==> config.mk <==
export PLATFORM = sky130hd
export DESIGN_NAME = strobe_timer_bank
export DESIGN_NICKNAME = d
export VERILOG_FILES = /design/src/rtl/strobe_timer_bank.sv
export SDC_FILE = /design/constraint.sdc
export NUM_CORES = 1
export LEC_CHECK = 0
export ABC_AREA = 1
export BUFFER_PORTS_ARGS = -buffer_cell sky130_fd_sc_hd__buf_4
export CORE_AREA = 2 2 134 136
export CTS_CLUSTER_DIAMETER = 30
export DETAILED_ROUTE_END_ITERATION = 8
export DIE_AREA = 0 0 136 138
export GPL_ROUTABILITY_DRIVEN = 0
export PLACE_DENSITY = 0.76
export SETUP_SLACK_MARGIN = 0.5
export SYNTH_ARGS = -nofsm -noshare
export SYNTH_HDL_FRONTEND = slang
export SYNTH_SLANG_ARGS = --single-unit
==> constraint.sdc <==
create_clock -name clk -period 2.75 [get_ports clk]
set_clock_uncertainty 0.05 [all_clocks]
set_input_delay 0.275 -clock clk [delete_from_list [all_inputs] [get_ports clk]]
set_output_delay 0.275 -clock clk [all_outputs]
set_load 0.02 [all_outputs]
==> src/rtl/strobe_timer_bank.sv <==
// rtl/strobe_timer_bank.sv - bank of independent programmable strobe counters
//
// Each channel counts qualified ticks and emits a one-cycle strobe every
// cur_period ticks, periodic or one-shot. Period/mode writes land in shadow
// registers and are copied into the working registers only on arm or at a
// period boundary, so a write never shortens or skips an interval.
//
// Ports:
//   clk          rising-edge clock
//   rst          synchronous active-high reset
//   tick_en      per-channel count qualifier
//   arm          per-channel start/restart pulse
//   disarm       per-channel stop pulse
//   cfg_we       configuration write strobe
//   cfg_ch       target channel (values >= CHANNELS are ignored)
//   cfg_period   new period in ticks
//   cfg_oneshot  new mode: 1 = one-shot, 0 = periodic
//   strobe       registered one-cycle strobe per channel
//   active       channel armed and counting
module strobe_timer_bank #(
   parameter int WIDTH    = 16,
   parameter int CHANNELS = 4,
   localparam int CH_W    = (CHANNELS > 1) ? $clog2(CHANNELS) : 1
) (
   input  logic                clk,
   input  logic                rst,
   input  logic [CHANNELS-1:0] tick_en,
   input  logic [CHANNELS-1:0] arm,
   input  logic [CHANNELS-1:0] disarm,
   input  logic                cfg_we,
   input  logic [CH_W-1:0]     cfg_ch,
   input  logic [WIDTH-1:0]    cfg_period,
   input  logic                cfg_oneshot,
   output logic [CHANNELS-1:0] strobe,
   output logic [CHANNELS-1:0] active
);

   logic [WIDTH-1:0]    shadow_period [CHANNELS];
   logic [CHANNELS-1:0] shadow_oneshot;
   logic [WIDTH-1:0]    cur_period    [CHANNELS];
   logic [CHANNELS-1:0] cur_oneshot;
   logic [WIDTH-1:0]    count         [CHANNELS];
   logic [CHANNELS-1:0] run;

   // Shadow contents as they will be after this cycle's write, so an arm or
   // boundary reload in the same cycle as a write picks up the new values.
   // An out-of-range cfg_ch matches no channel and is dropped.
   logic [CHANNELS-1:0] wr_hit;
   logic [WIDTH-1:0]    next_period  [CHANNELS];
   logic [CHANNELS-1:0] next_oneshot;

   always_comb begin
      for (int n = 0; n < CHANNELS; n++) begin
         wr_hit[n]       = cfg_we && (cfg_ch == CH_W'(n));
         next_period[n]  = wr_hit[n] ? cfg_period  : shadow_period[n];
         next_oneshot[n] = wr_hit[n] ? cfg_oneshot : shadow_oneshot[n];
      end
   end

   always_ff @(posedge clk) begin
      for (int n = 0; n < CHANNELS; n++) begin
         if (rst) begin
            shadow_period[n]  <= '0;
            shadow_oneshot[n] <= 1'b0;
            cur_period[n]     <= '0;
            cur_oneshot[n]    <= 1'b0;
            count[n]          <= WIDTH'(1);
            run[n]            <= 1'b0;
            strobe[n]         <= 1'b0;
         end else begin
            shadow_period[n]  <= next_period[n];
            shadow_oneshot[n] <= next_oneshot[n];
            strobe[n]         <= 1'b0;
            if (arm[n]) begin
               count[n]       <= WIDTH'(1);
               run[n]         <= 1'b1;
               cur_period[n]  <= next_period[n];
               cur_oneshot[n] <= next_oneshot[n];
            end else if (disarm[n]) begin
               count[n] <= WIDTH'(1);
               run[n]   <= 1'b0;
            end else if (run[n] && tick_en[n]) begin
               if (cur_period[n] == '0) begin
                  // Period 0 parks the counter at 1; stays armed, never fires.
                  count[n] <= WIDTH'(1);
               end else if (count[n] == cur_period[n]) begin
                  strobe[n]      <= 1'b1;
                  count[n]       <= WIDTH'(1);
                  cur_period[n]  <= next_period[n];
                  cur_oneshot[n] <= next_oneshot[n];
                  // The mode of the interval just finished decides the stop.
                  if (cur_oneshot[n]) run[n] <= 1'b0;
               end else begin
                  count[n] <= count[n] + WIDTH'(1);
               end
            end
         end
      end
   end

   assign active = run;

endmodule

==> Word-level counts from Yosys, hierarchy flattened <==
Memory sizes are Yosys's and may differ from the RTL's.
Cells that the tools add are included.
{ "op_classes": {"add_sub_neg": 4, "n_mul": 0, "div": 0, "n_lt_le_gt_ge": 0, "n_eq_ne": 19, "n_shift": 0, "mux": 195, "bitwise": 32, "n_reduce_logical": 41} }
{ "ops": {"columns": ["operator", "count"], "rows": [
  ["$mux 16", 36],
  ["$mux 1", 159],
  ["$add 16x1->16 const B", 4],
  ["$eq 16x16->1", 4],
  ["$logic_not 16->1", 4],
  ["$reduce_bool 3->1", 12],
  ["$or 1x1->1", 32],
  ["$reduce_and 4->1", 8],
  ["$ne 2x2->1 const B", 8],
  ["$reduce_bool 2->1", 8],
  ["$ne 3x3->1 const B", 4],
  ["$logic_and 1x1->1", 8],
  ["$eq 2x2->1 const B", 2],
  ["$eq 2x1->1 const B", 1],
  ["$logic_not 2->1", 1]
]} }
{ "totals": {"ff_bits": 16, "latch_bits": 0, "ram_bits": 192, "romBits": 0, "in_bits": 34, "output_inout_bits": 8, "elab_cells": 304, "memories": 3} }
{ "mem_list": {"columns": ["name", "depth", "word_bits", "read_ports", "rd_clocked_by_memory_dff", "write_ports", "line_no", "source"], "rows": [
  ["count", 4, 16, 4, 0, 4, "42", "logic [WIDTH-1:0] count [CHANNELS];"],
  ["cur_period", 4, 16, 4, 0, 4, "40", "logic [WIDTH-1:0] cur_period [CHANNELS];"],
  ["shadow_period", 4, 16, 4, 0, 4, "38", "logic [WIDTH-1:0] shadow_period [CHANNELS];"]
]} }

==> Depth between registers and ports, before layout <==
Gate-level depths: netlist of the first run.
{ "depth": {"ltp_word": 10, "mapped_depth": 11, "mapped_depth_nobuf": 11} }

==> Worst setup path before layout of the first run <==
OpenSTA, ideal clock, no wires.
{ "synth_path": {"kind": "reg-to-reg", "startpoint": "memory count[3][7]", "endpoint": "memory count[3][0] (enable)", "setup_ns": 0.452, "t_arrival_ns": 1.834, "required_time_ns": 2.248, "path_slack_ns": 0.414, "path_stages_with_launch": 10, "path_buffers": 1, "synth_period_minus_slack_ns": 2.336, "path_cell_list": "edfxtp_1 -> inv_1 -> nand2_1 -> a21oi_1 -> nand2_1 -> nor2_2 -> nand2_1 -> nand3_1 -> buf_2 -> nand4_1"} }
{ "synth_rtl": {"columns": ["element", "line_no"], "rows": [
  ["start, declared", "42"]
]} }

==> results.sh, run 1 <==
export IMPL_die_area_um2=18800
export IMPL_area_growth_pct=20.2
export IMPL_io_pins=42
export IMPL_synth_nets=1341
export IMPL_dpl_hpwl_mm=15.4
export IMPL_h_tree_depth=2
export IMPL_syn_area_um2=10300
export IMPL_crit_fanout=16
export IMPL_worst_path_max_delay_cell="nand3_1"
export IMPL_drive_above_1_share=0.119
export IMPL_grt_pass1_vias=7961
export IMPL_cts_sinks=208
export IMPL_p_leak_uw=0.00578
export IMPL_core_area_um2=17500
export IMPL_diodes=0
export IMPL_required_ps=3050
export IMPL_detail_route_antenna_nets=0
export IMPL_syn_inst=1303
export IMPL_clkPwrFrac=0.557
export IMPL_critPathLaunchType="flop"
export IMPL_grt_max_degree=35
export IMPL_dr_pass1_iters=5
export IMPL_place_ws_ps=511
export IMPL_grt_usage=0.245
export IMPL_final_nets=1413
export IMPL_worstRegToRegCells=6
export IMPL_cp_common_cell="nor2_1"
export IMPL_final_hold_viol_count=0
export IMPL_holdPathEnd="active[3]$_SDFFE_PP0P_"
export IMPL_ff2ff_setup_slack_ps=650
export IMPL_min_path_type="primary input to flop"
export IMPL_dr_first_iter_drc_count=535
export IMPL_worst_slew_pin_slew_ps=695
export IMPL_path_buf_inv=0
export IMPL_vias=8349
export IMPL_post_route_period_util=0.764
export IMPL_p_seq_frac=0.385
export IMPL_rsz0062_at_grt="yes"
export IMPL_power_switching_uw=2160
export IMPL_r2r_start="count[2][10]$_SDFFCE_PN0P_"
export IMPL_worstHoldPathCells=4
export IMPL_min_period_ps=2100
export IMPL_avgRoutedWirePerCell_um=13.7
export IMPL_worstPathCellList="xor2_1 -> nor2_1 -> nand2_1 -> nor2_1 -> nand3_1 -> a21oi_1"
export IMPL_cpLargestDelayFamily="simple AND/OR/NAND/NOR gates"
export IMPL_yosysSeqAreaShare=0.530
export IMPL_r2r_end="cur_period[2][4]$_SDFFCE_PN0P_"
export IMPL_critPathMaxStageDelay_ps=500
export IMPL_fin_ws_ps=650
export IMPL_post_cts_setup_buffers=0
export IMPL_tns_ps=0
export IMPL_routed_wirelength_mm=22.5
export IMPL_endpoint_kind="flop"
export IMPL_drc=0
export IMPL_port_buffer_count=41
export IMPL_syn_avg_cell_area_um2=7.89
export IMPL_clock_fmax_ghz=0.476
export IMPL_vdd_drop_max_v=0.000588
export IMPL_p_sw_frac=0.235
export IMPL_rows=49
export IMPL_relSlewSlack=0.535
export IMPL_status="finished clean"
export IMPL_cts_inserted_buffers=44
export IMPL_start_util=0.586
export IMPL_antenna_found_initial=0
export IMPL_cts_path_max_buffers=3
export IMPL_clkTransAtPathRegs_ps=50
export IMPL_die_h_um=138
export IMPL_clk_latency_ps=520
export IMPL_synth_cell_type_count=30
export IMPL_vias_per_cell=5.09
export IMPL_arrival_ps=2400
export IMPL_power_density_nw_per_um2=745
export IMPL_die_w_um=136
export IMPL_slew_viol_final=0
export IMPL_internal_power_uw=7040
export IMPL_drv_cap=0
export IMPL_ys_ff_latch=208
export IMPL_yosysWarnings=0
export IMPL_cts_tree="done"
export IMPL_cts_root_buf="clkbuf_16"
export IMPL_combPwrFrac=0.058
export IMPL_overflow=0
export IMPL_worstHoldStart="disarm[3]"
export IMPL_crit_type="flop to flop"
export IMPL_setup_viol=0
export IMPL_grt_pass1_wl_mm=36.9
-- worst min-delay path, stage by stage --
cell	delay, ps
buf_4	80
nor2_1	40
nand2_1	60
a21oi_1	60
-- kinds of logic (layout without fill, tap and decap cells) --
kind of cell	after synthesis	in the layout	share of synthesized area
and+or+nand+nor	682	682	0.271
adders and majority gates	4	4	0.00487
xor gates and xnor gates	51	51	0.0435
DFF	208	208	0.530
AOI/OAI and AO/OA	117	117	0.0587
buffers and inverters	241	349	0.0916
-- repair_timing --
item                                    4_1_cts  5_1_grt
hold buffers                                  1        0
resized for setup                             0        5
endpoints found under the setup margin        0       73
endpoints found under the hold margin         1        0
-- synth_stat cells --
master / n / share of area
buf_6: 1 / 0.0011
nor2_1: 212 / 0.077
nand2_1: 352 / 0.13
a21oi_2: 2 / 0.0017
buf_2: 10 / 0.0049
nand4_2: 1 / 0.0012
dfxtp_1: 80 / 0.16
buf_1: 2 / 0.00073
o21ai_0: 55 / 0.027
and2_4: 1 / 0.00085
xor2_1: 44 / 0.038
a31o_2: 1 / 0.00085
nor2_2: 11 / 0.0067
inv_1: 201 / 0.073
inv_2: 9 / 0.0033
a31oi_1: 1 / 0.00061
nor3_1: 28 / 0.014
and3_1: 1 / 0.00061
or2_2: 3 / 0.0018
a211oi_1: 2 / 0.0015
edfxtp_1: 128 / 0.37
nand3_1: 42 / 0.020
nor3b_1: 2 / 0.0015
buf_12: 1 / 0.0019
nor2_4: 2 / 0.0022
nand4_1: 27 / 0.016
ha_1: 4 / 0.0049
a21oi_1: 56 / 0.027
clkbuf_1: 17 / 0.0062
xnor2_1: 7 / 0.0060
-- layout make-up --
type / count / area, µm²
tap: 229 / 287
clock inverter: 30 / 290
multi-input combinational: 854 / 3910
timing repair buffer: 57 / 434
fill: 1371 / 5180
inverter: 210 / 788
clock buffer: 52 / 1190
sequential: 208 / 5450
-- how the worst max path moves through the flow --
stage,startpoint,end,cells after the start
2_1_floorplan,count[1][2]$_SDFFCE_PN0P_,count[1][0]$_SDFFCE_PN1P_,8
3_3_place_gp,count[2][10]$_SDFFCE_PN0P_,cur_period[2][10]$_SDFFCE_PN0P_,6
3_5_place_dp,rst,cur_period[2][10]$_SDFFCE_PN0P_,6
4_1_cts,count[2][10]$_SDFFCE_PN0P_,cur_period[2][8]$_SDFFCE_PN0P_,6
5_1_grt,count[2][12]$_SDFFCE_PN0P_,cur_period[2][4]$_SDFFCE_PN0P_,6
6_report,count[2][10]$_SDFFCE_PN0P_,cur_period[2][4]$_SDFFCE_PN0P_,6
-- power groups by stage --
stage	clock (µW)	sequential, µW	combinational (µW)
2_1_floorplan	0	3570	361
6_report	5120	3540	534
3_3_place_gp	0	3590	512
5_1_grt	5340	3550	604
3_5_place_dp	0	3590	521
4_1_cts	5180	3540	530
-- per-stage QoR --
stage,hold slack [ps],cell area (µm²),util,total power [µW],cells
5_1_grt,22.1,12300,0.704,9490,1640
2_1_floorplan,304,10300,-,3930,1303
3_3_place_gp,409,10800,0.618,4100,1557
3_5_place_dp,418,10800,0.618,4110,1557
6_report,16.5,12300,0.704,9200,1640
4_1_cts,2.63,12300,0.703,9240,1640
-- layout by cell type, fill, tap and decap left out, drive strengths merged --
cell,count
clkbuf,52
ha,4
nand2,352
a31oi,1
and2,1
dlygate4sd3,1
xnor2,7
nand3,42
xor2,44
a31o,1
a21oi,58
bufinv,3
edfxtp,128
clkinv,11
and3,1
nor3b,2
inv,215
o21ai,55
clkinvlp,11
dfxtp,80
buf,56
nor3,28
or2,3
nand4,28
nor2,225
a211oi,2
-- state kept, by name, indices dropped and copies added, names as in the netlist --
signal          flops
count              64
cur_period         64
shadow_period      64
active              4
cur_oneshot         4
shadow_oneshot      4
strobe              4
-- routing by layer --
layer,global-route usage,vias up,part of all wire
met1,0.321,3769,0.43
met4,0.111,0,0.037
li1,-,4265,-
met5,0,-,0
met2,0.399,251,0.48
met3,0.0407,64,0.054
Power figures use the tool's default switching activity.
==> inputs of run 2 (changes only) <==
--- a/config.mk
+++ b/config.mk
@@ -7,12 +7,12 @@
 export LEC_CHECK = 0
 export ABC_AREA = 1
 export BUFFER_PORTS_ARGS = -buffer_cell sky130_fd_sc_hd__buf_4
-export CORE_AREA = 2 2 134 136
+export CORE_AREA = 2 2 139 141
 export CTS_CLUSTER_DIAMETER = 30
 export DETAILED_ROUTE_END_ITERATION = 8
-export DIE_AREA = 0 0 136 138
+export DIE_AREA = 0 0 141 143
 export GPL_ROUTABILITY_DRIVEN = 0
-export PLACE_DENSITY = 0.76
+export PLACE_DENSITY = 0.74
 export SETUP_SLACK_MARGIN = 0.5
 export SYNTH_ARGS = -nofsm -noshare
 export SYNTH_HDL_FRONTEND = slang
==> constraint.sdc (replaced) <==
create_clock -name clk -period 1.8 [get_ports clk]
set_clock_uncertainty 0.05 [all_clocks]
set_input_delay 0.18 -clock clk [delete_from_list [all_inputs] [get_ports clk]]
set_output_delay 0.18 -clock clk [all_outputs]
set_load 0.02 [all_outputs]
==> run 2 against run 1 <==
The run now ends with hold timing, setup timing left; critical path type unchanged; global-route usage up 5.0 points; sequential power up 53%; die area up 7.4%; clock power up 58%; power up 63%; routed wire length up 80%; fmax down 6.9%; highest routed layer is now met5; critical path depth up 6.
==> results.sh, run 2 (synthesis results as in run 1) <==
export IMPL_status="finished with violations"
export IMPL_violations="hold timing, setup timing"
export IMPL_grt_usage=0.295
export IMPL_grt_pass1_vias=9611
export IMPL_cts_sinks=208
export IMPL_grt_max_degree=51
export IMPL_io_pins=42
export IMPL_top_regs="count: 64 flops, cur_period: 64 flops, shadow_period: 64 flops"
export IMPL_antenna_found_initial=5
export IMPL_rows=50
export IMPL_die_w_um=141
export IMPL_vias_per_cell=5.95
export IMPL_path_buf_inv=3
export IMPL_clkTransAtPathRegs_ps=50
export IMPL_port_buffer_count=41
export IMPL_start_util=0.553
export IMPL_final_cell_mix="nand2_1 (304), inv_1 (176), buf_4 (175), edfxtp_1 (128), nor2_1 (124)"
export IMPL_area_growth_pct=54.8
export IMPL_worst_slew_pin_slew_ps=786
export IMPL_cts_inserted_buffers=42
export IMPL_final_common_cell="nand2_1"
export IMPL_power_density_nw_per_um2=940
export IMPL_tns_ps=-46950
export IMPL_avgRoutedWirePerCell_um=21.7
export IMPL_endpoint_kind="flop"
export IMPL_cts_path_max_buffers=3
export IMPL_grt_pass1_wl_mm=46.8
export IMPL_dpl_hpwl_mm=16.8
export IMPL_clk_latency_ps=530
export IMPL_fillers=838
export IMPL_overflow=0
export IMPL_dr_first_iter_drc_count=1432
export IMPL_drc=0
export IMPL_min_path_type="primary input to flop"
export IMPL_hold_buffers=23
export IMPL_p_leak_uw=0.00728
export IMPL_clock_fmax_ghz=0.443
export IMPL_min_period_ps=2260
export IMPL_drv_cap=0
export IMPL_core_area_um2=18600
export IMPL_crit_fanout=8
export IMPL_worstPathCellList="inv_1 -> nand2_1 -> nand2_1 -> nor2_1 -> nand2_1 -> nor2_4 -> nand2_4 -> nor2_4 -> buf_6 -> a21oi_4 -> clkbuf_16 -> nor2_1"
export IMPL_vdd_drop_max_v=0.00104
export IMPL_cts_tree="done"
export IMPL_seqCellArea_um2=5450
export IMPL_setup_viol=245
export IMPL_rsz0062_at_grt="yes"
export IMPL_crit_type="flop to flop"
export IMPL_holdWs_ps=-108
export IMPL_fin_ws_ps=-455
export IMPL_place_area_um2=11800
export IMPL_cts_root_buf="clkbuf_16"
export IMPL_final_core_util=0.856
export IMPL_drive_above_1_share=0.372
export IMPL_h_tree_depth=2
export IMPL_required_ps=2010
export IMPL_worst_path_max_delay_cell="edfxtp_1"
export IMPL_detail_route_antenna_nets=0
export IMPL_die_h_um=143
export IMPL_critPathMaxStageDelay_ps=410
export IMPL_routed_wirelength_mm=40.4
export IMPL_cpLargestDelayFamily="simple AND/OR/NAND/NOR gates"
export IMPL_die_area_um2=20200
export IMPL_place_ws_ps=-102
export IMPL_final_hold_viol_count=1
export IMPL_dr_pass1_iters=7
export IMPL_final_nets=1629
export IMPL_post_route_period_util=1.25
export IMPL_cp_common_cell="nand2_1"
export IMPL_arrival_ps=2460
export IMPL_relSlewSlack=0.474
export IMPL_final_area_um2=15900
export IMPL_multi_input_area_um2=5320
export IMPL_critPathLaunchType="flop"
export IMPL_vias=11086
export IMPL_slew_viol_final=0
[run 2: changes by cell type in the layout (fill, tap and decap cells not counted), sizes merged, moves of 5 or more]
cell / delta
buf: +185
dlygate4sd3: +22
clkinvlp: -7
clkbuf: +6
inv: +6
nand2: +5
[run 2: worst register-to-register path, delay by kind of cell (launching register included)]
kind | cells | cell delay, ps
simple gates | 8 | 740
buf+inv | 3 | 620
flops | 1 | 410
compound gates | 1 | 190
[run 2: final timing paths]
path | start | end | slack, ps | cells after the start
setup / recovery | cur_period[1][14]$_DFFE_PP_ | cur_period[1][15]$_DFFE_PP_ | -460 | 12
hold reg to reg | cur_oneshot[2]$_SDFFE_PP0P_ | cur_oneshot[2]$_SDFFE_PP0P_ | 440 | 2
hold / removal | disarm[3] | active[3]$_SDFFE_PP0P_ | -110 | 4
setup reg to reg | cur_period[1][14]$_DFFE_PP_ | cur_period[1][15]$_DFFE_PP_ | -460 | 12
[run 2: through the flow]
| stage | power (µW) | std cells |
|---|---|---|
| 2_1_floorplan | 6030 | 1303 |
| 3_3_place_gp | 6390 | 1650 |
| 3_5_place_dp | 6420 | 1650 |
| 4_1_cts | 14500 | 1813 |
| 5_1_grt | 15200 | 1862 |
| 6_report | 15000 | 1862 |
[run 2: area by class of cell]
type	count	area share
antenna	3	0.000472
clock buffer	54	0.0788
clock inverter	24	0.0139
inverter	210	0.0504
multi-input combinational	861	0.335
sequential	208	0.342
tap	234	0.0184
timing repair buffer	268	0.161
[run 2: repair_timing]
item,4_1_cts,5_1_grt
resized for setup,154,205
endpoints found under the setup margin,252,268
cloned,11,4
setup buffers,51,42
hold endpoints to repair,25,1
pin swaps,69,82
[run 2: power by group]
| part | switching [µW] | internal (µW) |
|---|---|---|
| Combinational | 907 | 539 |
| Sequential | 162 | 5250 |
| Clock | 2930 | 5170 |
[run 2: metal layers]
metal / global-route usage / share of wire
met5: 0 / 0.00064
met2: 0.510 / 0.47
met4: 0.128 / 0.078
met3: 0.0647 / 0.11
met1: 0.357 / 0.34
==> inputs of run 3 (changes only) <==
--- a/config.mk
+++ b/config.mk
@@ -6,13 +6,14 @@
 export NUM_CORES = 1
 export LEC_CHECK = 0
 export ABC_AREA = 1
+export ABC_CLOCK_PERIOD_IN_PS = 2300
 export BUFFER_PORTS_ARGS = -buffer_cell sky130_fd_sc_hd__buf_4
-export CORE_AREA = 2 2 139 141
+export CORE_AREA = 2 2 134 136
 export CTS_CLUSTER_DIAMETER = 30
 export DETAILED_ROUTE_END_ITERATION = 8
-export DIE_AREA = 0 0 141 143
+export DIE_AREA = 0 0 136 138
 export GPL_ROUTABILITY_DRIVEN = 0
-export PLACE_DENSITY = 0.74
+export PLACE_DENSITY = 0.76
 export SETUP_SLACK_MARGIN = 0.5
 export SYNTH_ARGS = -nofsm -noshare
 export SYNTH_HDL_FRONTEND = slang
==> constraint.sdc (replaced) <==
create_clock -name clk -period 2.3 [get_ports clk]
set_clock_uncertainty 0.05 [all_clocks]
set_input_delay 0.23 -clock clk [delete_from_list [all_inputs] [get_ports clk]]
set_output_delay 0.23 -clock clk [all_outputs]
set_load 0.02 [all_outputs]
==> run 3 against run 2 <==
The run now ends clean; routed wire length down 22%; sequential power down 22%; utilization is 3.6 points lower; setup slack improved by 620 ps; non-clock buffer count is 97 lower; highest routed layer is now met4.
==> results.sh, run 3 (synthesis results as in run 1) <==
export IMPL_critPathLaunchType="flop"
export IMPL_avgRoutedWirePerCell_um=17.9
export IMPL_power_density_nw_per_um2=805
export IMPL_cts_inserted_buffers=47
export IMPL_core_area_um2=17500
export IMPL_area_growth_pct=40.0
export IMPL_clk_latency_ps=540
export IMPL_holdWs_ps=7.88
export IMPL_vias=9882
export IMPL_drc=0
export IMPL_start_util=0.586
export IMPL_final_nets=1535
export IMPL_crit_type="flop to flop"
export IMPL_worst_path_max_delay_cell="edfxtp_1"
export IMPL_rows=49
export IMPL_final_cell_mix="nand2_1 (323), inv_1 (187), nor2_1 (142), edfxtp_1 (128), buf_4 (126)"
export IMPL_status="finished clean"
export IMPL_crit_path_start="count[0][12]$_SDFFCE_PN0P_"
export IMPL_cts_sinks=208
export IMPL_final_common_cell="nand2_1"
export IMPL_cts_root_buf="clkbuf_16"
export IMPL_dr_pass1_iters=6
export IMPL_routed_wirelength_mm=31.5
export IMPL_vias_per_cell=5.61
export IMPL_place_ws_ps=263
export IMPL_final_core_util=0.820
export IMPL_dr_first_iter_drc_count=955
export IMPL_top_regs="count: 64 flops, cur_period: 64 flops, shadow_period: 64 flops"
export IMPL_arrival_ps=2330
export IMPL_slew_viol_final=0
export IMPL_drv_cap=0
export IMPL_cpLargestDelayFamily="simple AND/OR/NAND/NOR gates"
export IMPL_final_hold_viol_count=0
export IMPL_h_tree_depth=2
export IMPL_antenna_found_initial=0
export IMPL_worstHoldStart="cfg_period[0]"
export IMPL_diodes=0
export IMPL_relSlewSlack=0.280
export IMPL_detail_route_antenna_nets=0
export IMPL_port_buffer_count=41
export IMPL_cp_common_cell="nand2_1"
export IMPL_min_path_type="primary input to flop"
export IMPL_endpoint_kind="flop"
export IMPL_rsz0062_at_grt="yes"
export IMPL_required_ps=2500
export IMPL_overflow=0
export IMPL_cts_tree="done"
export IMPL_critPathMaxStageDelay_ps=430
export IMPL_io_pins=42
export IMPL_grt_usage=0.286
export IMPL_dp_cells=1558
export IMPL_r2r_start="count[0][12]$_SDFFCE_PN0P_"
export IMPL_crit_fanout=8
export IMPL_worstPathCellList="inv_1 -> nand2_2 -> nand2_1 -> nor2_1 -> nand2_1 -> nor2_4 -> nand4_1 -> nand2_4 -> buf_12"
export IMPL_cts_path_max_buffers=3
export IMPL_post_route_period_util=0.926
export IMPL_p_leak_uw=0.00664
export IMPL_tns_ps=0
export IMPL_clkTransAtPathRegs_ps=50
export IMPL_dpl_hpwl_mm=15.8
export IMPL_min_period_ps=2130
export IMPL_path_buf_inv=2
export IMPL_setup_viol=0
export IMPL_grt_pass1_vias=9088
export IMPL_fin_ws_ps=170
export IMPL_grt_pass1_wl_mm=42.9
export IMPL_drive_above_1_share=0.280
export IMPL_worst_slew_pin_slew_ps=1080
export IMPL_die_area_um2=18800
export IMPL_die_h_um=138
export IMPL_final_cells=1761
export IMPL_vdd_drop_max_v=0.000580
export IMPL_grt_max_degree=52
export IMPL_clock_fmax_ghz=0.469
export IMPL_die_w_um=136
run 3: layer usage:
layer	vias up	GRT usage	wire, µm	part of all wire
met5	-	0	0	0
met4	0	0.152	1670	0.053
met3	155	0.0587	2650	0.084
met2	630	0.479	15600	0.50
met1	4570	0.344	11500	0.37
li1	4527	-	-	-
run 3: timing repair:
action,4_1_cts,5_1_grt
gates cloned,6,3
buffers inserted,51,42
hold endpoints to repair,17,0
endpoints found under the setup margin,193,236
hold buffers,17,0
resized for setup,90,181
pin swaps,28,63
run 3: layout make-up:
cell class / instances / area, µm²
clock buffers: 51 / 1240
clock inverters: 33 / 287
fillers: 933 / 3150
inverters: 210 / 801
multi-input cells: 859 / 4810
flip-flops and latches: 208 / 5450
well taps: 229 / 287
repair buffers: 171 / 1510
run 3: path summary, 6_finish.rpt:
path,endpoint,slack (ps),cells after the start
hold reg to reg,shadow_period[2][12]$_SDFF_PP0_,430,2
hold / removal,shadow_period[1][0]$_SDFF_PP0_,8,5
setup reg to reg,cur_period[0][15]$_DFFE_PP_,170,9
setup / recovery,cur_period[0][15]$_DFFE_PP_,170,9
run 3: where the power goes:
group | switching, µW | total (µW) | internal [µW]
sequential | 124 | 4240 | 4110
clock | 2330 | 6410 | 4080
combinational | 581 | 921 | 340
run 3: worst reg2reg max path: cells and delay by family, from the launching register on:
family | cells | cell delay (ps)
simple gates | 7 | 1070
flops | 1 | 430
buf+inv | 2 | 300
run 3: metrics by stage:
| step | area, µm² | total power [µW] |
|---|---|---|
| 6_report | 14400 | 11600 |
| 5_1_grt | 14400 | 11900 |
| 4_1_cts | 13400 | 11300 |
| 3_5_place_dp | 10900 | 4920 |
| 3_3_place_gp | 10900 | 4900 |
| 2_1_floorplan | 10300 | 4700 |
